File: src/rtl/systolic_pkg.sv
// Package: systolic_pkg
// Shared types and helpers for the systolic matrix-multiply feeder.
//   data_t          signed operand element
//   acc_t           signed result element (double width)
//   feeder_state_e  feeder FSM states
//   feed_len(size)  number of FEED steps for an array of the given size
// Configuration macro: FEEDER_SKEW_EN. When it is defined, the feeder targets a pipelined
// array and skews the lanes. When it is undefined, the lanes pass straight through.
package systolic_pkg;

    localparam int PKG_DATA_WIDTH = 8;

    typedef logic signed [PKG_DATA_WIDTH-1:0]   data_t;
    typedef logic signed [2*PKG_DATA_WIDTH-1:0] acc_t;

    typedef enum logic [2:0] {IDLE, CLEAR, FEED, DRAIN, DONE} feeder_state_e;

`ifdef FEEDER_SKEW_EN
    localparam bit SKEW_EN = 1'b1;
`else
    localparam bit SKEW_EN = 1'b0;
`endif

    // A skewed feed needs 2*(size-1) extra steps so that the last operand can enter the
    // farthest lane.
    function automatic int feed_len(input int size);
        return SKEW_EN ? (3 * size - 2) : size;
    endfunction

endpackage

File: src/rtl/systolic_feed_sel.sv
// Module: systolic_feed_sel
// Selects the operand that each lane receives at feed step `step`.
// Lane r takes mat[r][step - r] when the feed is skewed, and mat[r][step] when it is not.
// Any position outside the matrix gives zero.
// The B operand reuses this module through a transposed view of the matrix.
//   step   in   STEP_W                 current feed step k
//   mat    in   [SIZE][SIZE]xDATA_WIDTH latched matrix, mat[lane][index]
//   lanes  out  [SIZE]xDATA_WIDTH      per-lane operand for step k
// Configuration macro: FEEDER_SKEW_EN (through systolic_pkg::SKEW_EN).
module systolic_feed_sel
    import systolic_pkg::*;
#(
    parameter int SIZE       = 3,
    parameter int DATA_WIDTH = 8,
    parameter int STEP_W     = 4
) (
    input  logic [STEP_W-1:0]                          step,
    input  logic [SIZE-1:0][SIZE-1:0][DATA_WIDTH-1:0]  mat,
    output logic [SIZE-1:0][DATA_WIDTH-1:0]            lanes
);

    localparam int IDX_W = (SIZE > 1) ? $clog2(SIZE) : 1;

    for (genvar r = 0; r < SIZE; r++) begin : g_lane
        int                    idx;
        logic [DATA_WIDTH-1:0] lane_val;

        // NOTE: every output of a combinational block gets a default first, so no path
        // can hold its old value and infer a latch.
        always_comb begin
            lane_val = '0;
            idx      = int'(step) - (SKEW_EN ? r : 0);
            if (idx >= 0 && idx < SIZE) begin
                lane_val = mat[r][idx[IDX_W-1:0]];
            end
        end

        assign lanes[r] = lane_val;
    end

endmodule

File: src/rtl/systolic_feeder.sv
// Module: systolic_feeder
// Feeds operands to a SIZE x SIZE systolic matrix-multiply array and collects the result.
// It accepts A and B through a valid/ready handshake and clears the array for one cycle.
// Next, it streams A columns and B rows into the array lanes and waits DRAIN_CYCLES.
// It then captures C and presents it through a valid/ready handshake.
//   clk          in   1                          clock
//   rst          in   1                          asynchronous reset, active high
//   start_valid  in   1                          A/B matrices presented
//   start_ready  out  1                          idle, will accept matrices
//   a_mat        in   [SIZE][SIZE]xDATA_WIDTH    signed A, a_mat[row][col]
//   b_mat        in   [SIZE][SIZE]xDATA_WIDTH    signed B, b_mat[row][col]
//   arr_clear    out  1                          zeroes the array accumulators
//   arr_a        out  [SIZE]xDATA_WIDTH          array A_in lanes (one per row)
//   arr_b        out  [SIZE]xDATA_WIDTH          array B_in lanes (one per column)
//   arr_c        in   [SIZE][SIZE]x2*DATA_WIDTH  array C_out
//   res_valid    out  1                          res_c holds a completed product
//   res_ready    in   1                          consumer accepts res_c
//   res_c        out  [SIZE][SIZE]x2*DATA_WIDTH  captured C = A*B (wrapping)
// Configuration macro: FEEDER_SKEW_EN. It selects skewed lanes for a pipelined array, with
// 3*SIZE-2 feed steps. When it is undefined, the feed has SIZE plain steps.
module systolic_feeder
    import systolic_pkg::*;
#(
    parameter int SIZE         = 3,
    parameter int DATA_WIDTH   = 8,
    parameter int DRAIN_CYCLES = 1
) (
    input  logic                                         clk,
    input  logic                                         rst,
    input  logic                                         start_valid,
    output logic                                         start_ready,
    input  logic [SIZE-1:0][SIZE-1:0][DATA_WIDTH-1:0]    a_mat,
    input  logic [SIZE-1:0][SIZE-1:0][DATA_WIDTH-1:0]    b_mat,
    output logic                                         arr_clear,
    output logic [SIZE-1:0][DATA_WIDTH-1:0]              arr_a,
    output logic [SIZE-1:0][DATA_WIDTH-1:0]              arr_b,
    input  logic [SIZE-1:0][SIZE-1:0][2*DATA_WIDTH-1:0]  arr_c,
    output logic                                         res_valid,
    input  logic                                         res_ready,
    output logic [SIZE-1:0][SIZE-1:0][2*DATA_WIDTH-1:0]  res_c
);

    localparam int F       = feed_len(SIZE);
    localparam int STEP_W  = $clog2(3 * SIZE);
    localparam int DRAIN_W = (DRAIN_CYCLES > 1) ? $clog2(DRAIN_CYCLES) : 1;

    localparam logic [STEP_W-1:0]  LAST_STEP  = STEP_W'(F - 1);
    localparam logic [DRAIN_W-1:0] LAST_DRAIN = DRAIN_W'(DRAIN_CYCLES - 1);

    feeder_state_e state, state_next;

    logic [STEP_W-1:0]  step_q, step_next;
    logic [DRAIN_W-1:0] drain_q, drain_next;
    logic               load;
    logic               capture;

    logic [SIZE-1:0][SIZE-1:0][DATA_WIDTH-1:0] a_q;
    logic [SIZE-1:0][SIZE-1:0][DATA_WIDTH-1:0] b_q;
    logic [SIZE-1:0][SIZE-1:0][DATA_WIDTH-1:0] b_t;
    logic [SIZE-1:0][DATA_WIDTH-1:0]           sel_a;
    logic [SIZE-1:0][DATA_WIDTH-1:0]           sel_b;

    // B lane j walks down column j, so the selector sees B transposed: b_t[j][r] = B[r][j].
    for (genvar j = 0; j < SIZE; j++) begin : g_tr_col
        for (genvar r = 0; r < SIZE; r++) begin : g_tr_row
            assign b_t[j][r] = b_q[r][j];
        end
    end

    // The selectors look at the step of the next cycle, so the registered lanes line up
    // with the FEED state that holds that step.
    systolic_feed_sel #(
        .SIZE       (SIZE),
        .DATA_WIDTH (DATA_WIDTH),
        .STEP_W     (STEP_W)
    ) u_sel_a (
        .step  (step_next),
        .mat   (a_q),
        .lanes (sel_a)
    );

    systolic_feed_sel #(
        .SIZE       (SIZE),
        .DATA_WIDTH (DATA_WIDTH),
        .STEP_W     (STEP_W)
    ) u_sel_b (
        .step  (step_next),
        .mat   (b_t),
        .lanes (sel_b)
    );

    always_comb begin
        state_next = state;
        step_next  = step_q;
        drain_next = drain_q;
        load       = 1'b0;
        capture    = 1'b0;
        case (state)
            IDLE: begin
                if (start_valid) begin
                    load       = 1'b1;
                    state_next = CLEAR;
                end
            end
            CLEAR: begin
                step_next  = '0;
                state_next = FEED;
            end
            FEED: begin
                // The counter stops at the last step rather than wrapping.
                if (step_q == LAST_STEP) begin
                    drain_next = '0;
                    state_next = DRAIN;
                end else begin
                    step_next = step_q + 1'b1;
                end
            end
            DRAIN: begin
                if (drain_q == LAST_DRAIN) begin
                    capture    = 1'b1;
                    state_next = DONE;
                end else begin
                    drain_next = drain_q + 1'b1;
                end
            end
            DONE: begin
                if (res_ready) begin
                    state_next = IDLE;
                end
            end
            default: state_next = IDLE;
        endcase
    end

    // NOTE: sequential state uses non-blocking assignments. Every register then samples
    // values from before the edge, whatever order the statements appear in.
    // NOTE: the operand and result registers are explicitly reset. This clears any
    // half-fed operands and leaves res_c at zero after a reset.
    always_ff @(posedge clk or posedge rst) begin
        if (rst) begin
            state   <= IDLE;
            step_q  <= '0;
            drain_q <= '0;
            a_q     <= '0;
            b_q     <= '0;
            arr_a   <= '0;
            arr_b   <= '0;
            res_c   <= '0;
        end else begin
            state   <= state_next;
            step_q  <= step_next;
            drain_q <= drain_next;
            if (load) begin
                a_q <= a_mat;
                b_q <= b_mat;
            end
            arr_a <= (state_next == FEED) ? sel_a : '0;
            arr_b <= (state_next == FEED) ? sel_b : '0;
            if (capture) begin
                res_c <= arr_c;
            end
        end
    end

    assign start_ready = (state == IDLE);
    assign arr_clear   = (state == CLEAR);
    assign res_valid   = (state == DONE);

endmodule

File: config.mk
export PLATFORM = sky130hd
export DESIGN_NAME = systolic_feeder
export DESIGN_NICKNAME = d
export VERILOG_FILES = /design/src/rtl/systolic_pkg.sv /design/src/rtl/systolic_feed_sel.sv /design/src/rtl/systolic_feeder.sv
export SDC_FILE = /design/constraint.sdc
export NUM_CORES = 1
export LEC_CHECK = 0
export BUFFER_PORTS_ARGS = -buffer_cell sky130_fd_sc_hd__buf_2
export CAP_MARGIN = 20
export CORE_UTILIZATION = 30
export CTS_BUF_LIST = sky130_fd_sc_hd__clkbuf_4 sky130_fd_sc_hd__clkbuf_8
export DETAILED_ROUTE_END_ITERATION = 10
export HOLD_SLACK_MARGIN = 0.1
export PLACE_DENSITY = 0.54
export SLEW_MARGIN = 20
export SYNTH_ARGS = -nofsm -noshare
export SYNTH_HDL_FRONTEND = slang
export SYNTH_SLANG_ARGS = --single-unit
File: constraint.sdc
create_clock -name clk -period 13.1 [get_ports clk]
set_input_delay 1.31 -clock clk [delete_from_list [all_inputs] [get_ports clk]]
set_output_delay 1.31 -clock clk [all_outputs]
set_load 0.01 [all_outputs]
Word-level counts from Yosys, hierarchy flattened
Cells that the tools add are included.
W data, S select, Z words.
- logic and storage cells: 86
- register bits: 344
- output and inout bits: 195
- equal/unequal tests: 7
- $add $sub $neg: 2
- magnitude comparators: 3
- muxes and demuxes: 34
- reduce and logical (&&, ||, !) cells: 4
- operators by type and width (kind ; number):
    $bmux W8 S2 ; 6
    $mux W8 ; 12
    $mux W24 ; 2
    $pmux W3 S5 ; 1
    $mux W3 ; 4
    $eq A3 B2 Y1 const B ; 3
    $pmux W4 S2 ; 1
    $mux W1 ; 6
    $add A4 B1 Y4 const B ; 1
    $eq A4 B2 Y1 const B ; 1
    $ge A4 B1 Y1 const B ; 1
    $lt A4 B2 Y1 const B ; 1
    $mux W4 ; 1
    $eq A3 B1 Y1 const B ; 1
    $eq A3 B3 Y1 const B ; 1
    $logic_not A3 Y1 ; 1
    $lt A2 B3 Y1 const B ; 1
    $ne A2 B2 Y1 const B ; 1
    $pmux W1 S2 ; 1
    $reduce_and A2 Y1 ; 1
    $reduce_bool A2 Y1 ; 1
    $add A1 B1 Y1 const B ; 1
    $logic_and A1 B1 Y1 ; 1

Longest topological paths before layout
Gate-level depths: netlist (run 1).
- depth after elaboration: 7
- depth in mapped cells: 10
- gate-level depth less buffers: 8

By module
Synthesis (run 1) repeated with hierarchy kept, for this count alone.
- cells, all modules: 991
- area, all modules: 14652.8 sq um
- modules (own cells, without submodules) (module ; cells an instance ; instances ; area an instance (sq um)):
    systolic_feeder ; 767 ; 1 ; 12908.6
    systolic_feed_sel ; 112 ; 2 ; 872.1

Worst setup path before layout (run 1)
No wires, ideal clock.
- kind: flip-flop to output port
- start point: register state[1]
- end point: output res_valid
- stages on the path, launching flop included: 7
- setup slack: 10.598 ns
- data required time: 11.790 ns
- arrival time: 1.192 ns
- cell sequence: dfrtp_1 -> buf_4 -> clkbuf_1 -> clkbuf_1 -> nor2_1 -> nand2_1 -> inv_1
- word-level cells in the longest chain between the ends: 1
- ends and longest elaborated chain (what ; RTL line ; text):
    from (decl) ; systolic_feeder.sv:50 ; feeder_state_e state, state_next;
    from (signal assigned) ; systolic_feeder.sv:150 ; state <= state_next;
    $eq A3 B3 Y1 ; systolic_feeder.sv:167 ; assign res_valid = (state == DONE);
    to (decl) ; systolic_feeder.sv:38 ; output logic res_valid,
No other way between the ends.

Final worst setup path (run 1)
- start point: register state[1]
- end point: register arr_a[18] (netlist name)
- word-level cells in the longest chain between the ends: 6
- elaborated cells between the ends (all ways): 19
- classes of those cells: order compare (2); eq/ne (5); mux (10); reduce/logical (2)
- ends and longest elaborated chain (what ; RTL line ; text):
    $eq A3 B2 Y1 or $eq A3 B1 Y1 (tied branches) ; systolic_feeder.sv:98 ; case (state)
    $pmux W4 S2 (*) ; systolic_feeder.sv:98 ;
    named net step_next[1] ; systolic_feeder.sv:52 ; logic [STEP_W-1:0] step_q, step_next;
    $ge A4 B1 Y1, or another cell as far along ; systolic_feed_sel.sv:33 ; if (idx >= 0 && idx < SIZE) begin
    $logic_and A1 B1 Y1 or $mux W8 (tied branches) ; systolic_feed_sel.sv:33, systolic_feed_sel.sv:34 ;
    $mux W8 (*) ; systolic_feed_sel.sv:33 ;
    $mux W24 (*) ; systolic_feeder.sv:157 ; arr_a <= (state_next == FEED) ? sel_a : '0;
    to (signal assigned) ; systolic_feeder.sv:157 ;
    to (decl) ; systolic_feeder.sv:35 ; output logic [SIZE-1:0][DATA_WIDTH-1:0] arr_a,
The timed path passes the listed nets; every way through them passes the cells marked *. The select of a mux whose other input is x is not followed.
A chain may end at the register's enable or synchronous reset.

==> results.json, run 1 <==
{
  "syn_area_sq_mm": 0.0149,
  "synth_top_cell_area_share": 0.576,
  "dp_hpwl_um": 29800,
  "place.gp.congestion": 0.763,
  "r2r-end": "arr_a[18]",
  "timing.fmax_ghz": 0.257,
  "grt_usage": 0.177,
  "grt_pass1_wl_um": 67700,
  "numCtsBuffers": 67,
  "wl_per_cell_um": 19.9,
  "synth_warnings": 0,
  "post_cts_buffers": 0,
  "nNetsFinal": 1866,
  "grt_pass1_vias": 11500,
  "n_fill_cell": 4783,
  "fp.dieArea_sq_mm": 0.0506,
  "crit_arrival_ps": 4390,
  "grt_max_degree": 113,
  "critPathMaxFanout": 53,
  "finalSetupViolations": 0,
  "period_share": 0.297,
  "ys_top_cells_by_area": "dfrtp_1 58%, mux2_2 24%, a22oi_1 3.7%",
  "leakage_nw": 8.97,
  "io_buffer_count": 486,
  "yosysSeqAreaShare": 0.576,
  "post_cts_resized": 0,
  "grt_setup_unrepaired": "false",
  "die_w_um": 225,
  "pin_count": 487,
  "cts.reportedPaths.clkPinSlew_ps": 60,
  "hold_viol": 0,
  "antenna_left": 0,
  "first_iter_violations": 499,
  "dp_cells": 2166,
  "cts_tree": "built",
  "drc": 0,
  "cp-start-kind": "flop",
  "area_delta_synth_final_pct": 30.3,
  "die_h_um": 225,
  "tns_ps": 0,
  "worst_pin_slew_ps": 1090,
  "vias_per_cell": 4.76,
  "hold_path_class": "reg -> reg",
  "first_pass_iters": 5,
  "drive_gt1_frac": 0.592,
  "crit_path_end_kind": "flop",
  "fin_skew_ps": 18.6,
  "vias": 10900,
  "ys_types": 36,
  "rrSetupSlack_ps": 9200,
  "whs_endpoint": "res_c[138]",
  "syn_nets": 1378,
  "cts_hold_buf": 0,
  "drv_cap": 0,
  "grt_overflow": 0,
  "start_util": 0.305,
  "syn_inst": 1084,
  "antenna_found_initial": 19,
  "whs_path_depth": 1,
  "r2r-start": "state[1]",
  "core_area_sq_mm": 0.0490,
  "clk_latency_ps": 630,
  "status": "finished clean",
  "postRouteWirelength_um": 45700,
  "cts_max_level": 3,
  "clockRootBuffer": "clkbuf_8",
  "ctsLongestPathBuffers": 3,
  "peakVddDrop_mv": 0.122,
  "instances_no_fill": 2292,
  "ys_ff_latch": 343,
  "cp.required_ps": 13600,
  "rows": 81,
  "power_density_mw_per_mm2": 276,
  "final_max_slew_viol_count": 0,
  "synth_area_per_cell_sq_um": 13.8,
  "clock-sinks": 343,
  "r2r_cells": 7,
  "worst-setup-path-type": "reg -> reg",
  "synth_area_leader_cell": "dfrtp_1",
  "slew_headroom": 0.274,
  "min_from": "res_c[138]",
  "period_needed_ps": 3900
}
-- routing by layer --
metal	vias up	GRT usage	part of all wire	wire length [um]
li1	4954	-	-	-
met1	5457	0.211	0.41	18600
met2	386	0.295	0.49	22500
met3	98	0.0668	0.077	3530
met4	24	0.0553	0.020	914
met5	-	0	0.0034	156
-- how the worst max path moves through the flow --
stage / from / endpoint / slack (ps) / depth (start not counted)
6_report: state[1] / arr_a[18] / 9200 / 7
2_1_floorplan: rst / a_q[0] / 2280 / 1
4_1_cts: state[1] / arr_a[18] / 9060 / 7
5_1_grt: state[1] / arr_a[18] / 8850 / 7
3_5_place_dp: state[1] / arr_a[18] / 9150 / 7
3_3_place_gp: state[1] / arr_b[8] / 9250 / 7
-- cells by family after synthesis --
family | share of synthesized area
multiplexers | 0.259
adder cells (fa/ha/maj) | 0.00168
buffers and inverters | 0.0293
AO/OA/AOI/OAI | 0.0984
AND/OR/NAND/NOR | 0.0358
flip-flops | 0.576
-- area by class of cell --
type / count / area [sq um] / area share
Clock inverter: 11 / 120 / 0.00618
Timing Repair Buffer: 499 / 2550 / 0.131
Clock buffer: 109 / 1340 / 0.0692
Tap cell: 664 / 831 / 0.0428
Multi-Input combinational cell: 655 / 5950 / 0.306
Antenna cell: 5 / 12.5 / 0.000644
Sequential cell: 343 / 8580 / 0.442
Inverter: 6 / 30.0 / 0.00155
-- sequential cells by signal, indices dropped and copies added, names as in the netlist --
name    flops
res_c     144
arr_a      24
b_q        72
arr_b      24
a_q        72
state       3
step_q      4
-- per-stage QoR --
stage	hold WS [ps]	setup WS, ps	cell area, sq um	util	power (mW)
2_1_floorplan	480	2280	14900	-	3.46
3_3_place_gp	483	9250	17900	0.366	4.18
3_5_place_dp	487	9150	17900	0.366	4.23
4_1_cts	500	9060	19400	0.396	5.44
5_1_grt	505	8850	19400	0.397	5.72
6_report	497	9200	19400	0.397	5.36
-- critical path, cell delays in order (launching register included) --
cell and delay (ps):
dfrtp_2 350, buf_4 580, o21bai_1 230, a221oi_4 850
inv_2 220, o21ai_0 230, nand4bb_4 840, a21oi_1 450
-- cells in the final DEF, fill, tap and decap left out, drive strengths merged, types with 2 or more instances in the layout --
cell,Yosys,final
diode,0,5
clkbuf,34,109
a21oi,43,43
mux2,336,336
ha,2,2
inv,6,10
nor3,3,3
bufinv,0,2
dfrtp,343,343
nand2b,6,6
and2,3,3
a22oi,74,74
a2bb2oi,6,6
mux2i,8,8
buf,46,499
nand2,18,18
o21ai,45,45
nor2,15,15
clkinv,0,5
nand4bb,2,2
o2bb2ai,40,40
nor2b,42,42
or3b,2,2
or2,2,2
-- power by group --
group	switching [mW]	internal [mW]
clock	0.472	0.690
sequential	0.323	1.57
combinational	1.18	1.12
total	1.97	3.38
-- synth_stat cells, drive strengths merged --
library cell and count:
dfrtp 343, mux2 336, a22oi 74, buf 46
o21ai 45, a21oi 43, nor2b 42, o2bb2ai 40
clkbuf 34, nand2 18, nor2 15, mux2i 8
a2bb2oi 6, inv 6, nand2b 6, and2 3
nor3 3, ha 2, nand4bb 2, or2 2
or3b 2, a211oi 1, a221oi 1, and3 1
nand3 1, nor3b 1, o21bai 1, o221a 1
o221ai 1
Power figures use the tool's default switching activity.
==> run 2: changes to the inputs <==
--- a/config.mk
+++ b/config.mk
@@ -11,7 +11,7 @@
 export CTS_BUF_LIST = sky130_fd_sc_hd__clkbuf_4 sky130_fd_sc_hd__clkbuf_8
 export DETAILED_ROUTE_END_ITERATION = 10
 export HOLD_SLACK_MARGIN = 0.1
-export PLACE_DENSITY = 0.54
+export PLACE_DENSITY = 0.56
 export SLEW_MARGIN = 20
 export SYNTH_ARGS = -nofsm -noshare
 export SYNTH_HDL_FRONTEND = slang
==> constraint.sdc (replaced) <==
create_clock -name clk -period 3.4 [get_ports clk]
set_input_delay 0.34 -clock clk [delete_from_list [all_inputs] [get_ports clk]]
set_output_delay 0.34 -clock clk [all_outputs]
set_load 0.01 [all_outputs]
==> results.json, run 2 (same netlist as run 1, synthesis figures left out) <==
{
  "grt_usage": 0.201,
  "critPathSlowestCell": "nor3b_1",
  "hold_viol": 0,
  "fin_skew_ps": 22.6,
  "nNetsFinal": 2173,
  "vias_per_cell": 4.73,
  "hold_path_class": "in -> async",
  "antenna_found_initial": 4,
  "tns_ps": 0,
  "period_needed_ps": 2930,
  "worst-setup-path-type": "reg -> reg",
  "start_util": 0.305,
  "n_fill_cell": 4387,
  "slew_headroom": 0.347,
  "dp_hpwl_um": 33000,
  "grt_pass1_vias": 13400,
  "use_met1": 0.226,
  "finalSetupViolations": 0,
  "ctsLongestPathBuffers": 3,
  "first_iter_violations": 511,
  "top_regs": "res_c x144, a_q x72, b_q x72",
  "power_mw": 21.3,
  "crit_chain": "inv_1 > ha_1 > nor3b_1 > or2_2 > buf_4 > mux2_2 > a22oi_1 > a21oi_1",
  "grt_overflow": 0,
  "first_pass_iters": 5,
  "fin_ws_ps": 474,
  "top_register": "res_c",
  "area_delta_synth_final_pct": 51.2,
  "die_w_um": 225,
  "timing.fmax_ghz": 0.342,
  "critPathMaxFanout": 35,
  "status": "finished clean",
  "clock-sinks": 343,
  "intPower_mw": 13.3,
  "clkPwrFrac": 0.211,
  "rows": 81,
  "period_share": 0.861,
  "cpPeakStageDelay_ps": 550,
  "post_cts_resized": 0,
  "postRouteWirelength_um": 50900,
  "crit_path_end_kind": "flop",
  "io_buffer_count": 486,
  "final_max_slew_viol_count": 0,
  "drv_cap": 0,
  "seqPwrFrac": 0.346,
  "switchingPower_mw": 7.97,
  "worst_pin_slew_ps": 978,
  "fp.dieArea_sq_mm": 0.0506,
  "seq_area_sq_mm": 0.00858,
  "leakage_nw": 10.3,
  "power_density_mw_per_mm2": 945,
  "peakVddDrop_mv": 0.530,
  "cts_tree": "built",
  "cts.reportedPaths.clkPinSlew_ps": 60,
  "wl_per_cell_um": 19.6,
  "gr-max-usage-layer": "met2",
  "largest_reg_flops": 144,
  "grt_pass1_wl_um": 77500,
  "die_h_um": 225,
  "met3_usage": 0.0567,
  "crit_arrival_ps": 3440,
  "core_area_sq_mm": 0.0490,
  "cp.required_ps": 3910,
  "combPwrFrac": 0.443,
  "p_sw_frac": 0.374,
  "grt_max_degree": 92,
  "layout_common_cells": "486 x buf_2, 342 x dfrtp_1, 324 x mux2_2",
  "clockRootBuffer": "clkbuf_8",
  "layout_commonest_cell": "buf_2",
  "clk_latency_ps": 640,
  "drive_gt1_frac": 0.505,
  "cp-start-kind": "flop",
  "vias": 12300,
  "numCtsBuffers": 67,
  "cts_max_level": 3,
  "met2_usage": 0.356,
  "final_core_util": 0.461,
  "pin_count": 487,
  "place_ws_ps": 478,
  "place.gp.congestion": 0.795,
  "antenna_left": 0,
  "multi_input_area_sq_mm": 0.00595,
  "grt_setup_unrepaired": "false",
  "drc": 0
}
[run 2: changes by cell type in the layout (fill, tap and decap cells not counted), moves of 3 or more]
cell and change:
buf_12 +10, buf_4 +7, clkbuf_4 -5, clkinvlp_4 +3, dlygate4sd3_1 +291
[run 2: cell type report]
type	count	area share
diodes	4	0.000444
clock buffers	102	0.0567
clock inverters	14	0.00783
inverters	6	0.00117
multi-input cells	655	0.264
flip-flops and latches	343	0.381
well taps	664	0.0369
repair buffers	806	0.252
[run 2: power groups by stage]
stage | registers (mW) | logic, mW | clock network (mW)
6_report | 7.37 | 9.43 | 4.51
5_1_grt | 7.64 | 10.2 | 4.83
4_1_cts | 7.36 | 9.54 | 4.65
3_5_place_dp | 7.39 | 9.23 | 0
3_3_place_gp | 7.32 | 9.01 | 0
2_1_floorplan | 7.53 | 5.80 | 0
[run 2: timing repair]
action	4_1_cts	5_1_grt
hold endpoints to repair	313	0
buffers inserted	0	0
hold buffers	291	0
[run 2: path summary, 6_finish.rpt]
check | start | endpoint | slack [ps] | cells after the start
max | step_q[0] | arr_a[23] | 470 | 8
min | rst | arr_a[12] | 380 | 3
max reg2reg | step_q[0] | arr_a[23] | 470 | 8
min reg2reg | res_c[70] | res_c[70] | 500 | 1
max in group asynchronous | rst | b_q[67] | 2020 | 5
min in group clk | res_ready | state[2] | 460 | 3
[run 2: stage by stage]
step | std cells | instance area (sq um) | hold slack (ps)
2_1_floorplan | 1084 | 14900 | 447
3_3_place_gp | 2183 | 18200 | 480
3_5_place_dp | 2183 | 18200 | 488
4_1_cts | 2590 | 22500 | 338
5_1_grt | 2593 | 22500 | 364
6_report | 2594 | 22500 | 377
[run 2: critical path: cells and delay by family (launching register included)]
kind | cells | cell delay (ps)
and+or+nand+nor | 2 | 790
buffers and inverters | 2 | 630
DFF | 1 | 460
muxes | 1 | 400
AOI/OAI and AO/OA | 2 | 270
adders and majority gates | 1 | 200
[run 2: routing by layer]
| layer | wire length [um] | share of wire |
|---|---|---|
| met2 | 26400 | 0.52 |
| met1 | 19700 | 0.39 |
| met4 | 1720 | 0.034 |
| met3 | 3100 | 0.061 |
| met5 | 10 | 0.00020 |
==> run 3: changes to the inputs <==
--- a/config.mk
+++ b/config.mk
@@ -11,6 +11,7 @@
 export CTS_BUF_LIST = sky130_fd_sc_hd__clkbuf_4 sky130_fd_sc_hd__clkbuf_8
 export DETAILED_ROUTE_END_ITERATION = 10
 export HOLD_SLACK_MARGIN = 0.1
+export MAX_ROUTING_LAYER = met4
 export PLACE_DENSITY = 0.56
 export SLEW_MARGIN = 20
 export SYNTH_ARGS = -nofsm -noshare
==> results.json, run 3 (same netlist as run 1, synthesis figures left out) <==
{
  "status": "finished clean",
  "die_h_um": 225,
  "grt_pass1_wl_um": 77400,
  "fp.dieArea_sq_mm": 0.0506,
  "crit_arrival_ps": 3450,
  "ctsLongestPathBuffers": 3,
  "place.gp.congestion": 0.806,
  "rows": 81,
  "hold_viol": 0,
  "dp_hpwl_um": 33000,
  "vias": 12300,
  "first_iter_violations": 550,
  "grt_usage": 0.207,
  "post_cts_buffers": 0,
  "area_delta_synth_final_pct": 51.2,
  "drv_cap": 0,
  "period_needed_ps": 2940,
  "numCtsBuffers": 67,
  "first_pass_iters": 4,
  "peakVddDrop_mv": 0.532,
  "grt_max_degree": 92,
  "grt_pass1_vias": 13400,
  "cts_tree": "built",
  "postRouteWirelength_um": 50900,
  "post_cts_resized": 0,
  "critPathMaxFanout": 35,
  "pin_count": 487,
  "vias_per_cell": 4.73,
  "largest_reg_flops": 144,
  "antenna_found_initial": 3,
  "die_w_um": 225,
  "drive_gt1_frac": 0.505,
  "p_sw_frac": 0.374,
  "clockRootBuffer": "clkbuf_8",
  "wl_per_cell_um": 19.6,
  "period_share": 0.864,
  "cts_max_level": 3,
  "cp.required_ps": 3920,
  "final_max_slew_viol_count": 0,
  "finalSetupViolations": 0,
  "crit_path_end_kind": "flop",
  "worst-setup-path-type": "reg -> reg",
  "clkPwrFrac": 0.212,
  "dp_cells": 2183,
  "intPower_mw": 13.3,
  "layout_commonest_cell": "buf_2",
  "antenna_left": 0,
  "io_buffer_count": 486,
  "grt_overflow": 0,
  "grt_setup_unrepaired": "false",
  "start_util": 0.305,
  "core_area_sq_mm": 0.0490,
  "post_dp_cell_area_sq_mm": 0.0182,
  "timing.fmax_ghz": 0.340,
  "clock-sinks": 343,
  "hold_path_class": "in -> async",
  "cts.reportedPaths.clkPinSlew_ps": 60,
  "seqPwrFrac": 0.346,
  "holdWs_ps": 374,
  "post-route-cell-area_sq_mm": 0.0225,
  "instances_no_fill": 2594,
  "power_mw": 21.3,
  "cp-start-kind": "flop",
  "fin_skew_ps": 26.0,
  "drc": 0,
  "power_density_mw_per_mm2": 946,
  "top_regs": "res_c x144, a_q x72, b_q x72",
  "layout_common_cells": "486 x buf_2, 342 x dfrtp_1, 324 x mux2_2",
  "nNetsFinal": 2173,
  "top_register": "res_c",
  "switchingPower_mw": 7.98,
  "slew_headroom": 0.356,
  "combPwrFrac": 0.443,
  "leakage_nw": 10.3,
  "worst_pin_slew_ps": 964,
  "clk_latency_ps": 650
}
## run 3: cell counts in the layout (fill, tap and decap cells not counted)
Identical to the previous run, type by type.
## run 3: cell type report
cell class                      count  area, sq um
Tap cell                          664          831
Clock buffer                      102         1280
Multi-Input combinational cell    655         5950
Clock inverter                     14          176
Sequential cell                   343         8580
Inverter                            6         26.3
Fill cell                        4388        26400
Timing Repair Buffer              806         5690
Antenna cell                        4         10.0
## run 3: what timing repair did
action / in CTS / in global routing
endpoints found under the setup margin: 0 / 0
hold buffers: 291 / 0
hold endpoints to repair: 313 / 0
## run 3: path summary, 6_finish.rpt
kind	start	endpoint	slack, ps	cells after the start
hold / removal	rst	arr_a[12]	370	3
max in group asynchronous	rst	b_q[67]	2020	5
setup / recovery	step_q[0]	arr_a[23]	460	8
min in group clk	res_ready	state[2]	450	3
hold reg to reg	res_c[62]	res_c[62]	500	1
setup reg to reg	step_q[0]	arr_a[23]	460	8
## run 3: worst max-delay path, cell delays in order (launching register included)
cell and delay, ps:
dfrtp_1 460, inv_1 150, ha_1 200, nor3b_1 570, or2_2 250, buf_4 480, mux2_2 400, a22oi_1 170
a21oi_1 100
## run 3: routing by layer
metal	part of all wire	wire, um	vias up	GRT usage
met4	0.033	1700	0	0.0823
met5	0	0	-	-
met3	0.057	2890	93	0.0524
met1	0.39	20000	6203	0.228
met2	0.52	26300	420	0.357
li1	-	-	5566	-
## run 3: power by group through the flow
stage	Sequential, mW	Combinational, mW	Clock [mW]
after floorplan	7.53	5.80	0
after global placement	7.32	9.01	0
after detailed placement	7.39	9.23	0
after CTS	7.36	9.54	4.65
after global routing	7.64	10.2	4.82
final	7.37	9.44	4.51
## run 3: metrics by stage
step | utilization | setup TNS [ps] | setup slack, ps
5_1_grt | 0.460 | 0 | 259
3_5_place_dp | 0.371 | 0 | 478
6_report | 0.461 | 0 | 462
3_3_place_gp | 0.371 | 0 | 612
4_1_cts | 0.460 | 0 | 449
2_1_floorplan | - | -524280 | -1530
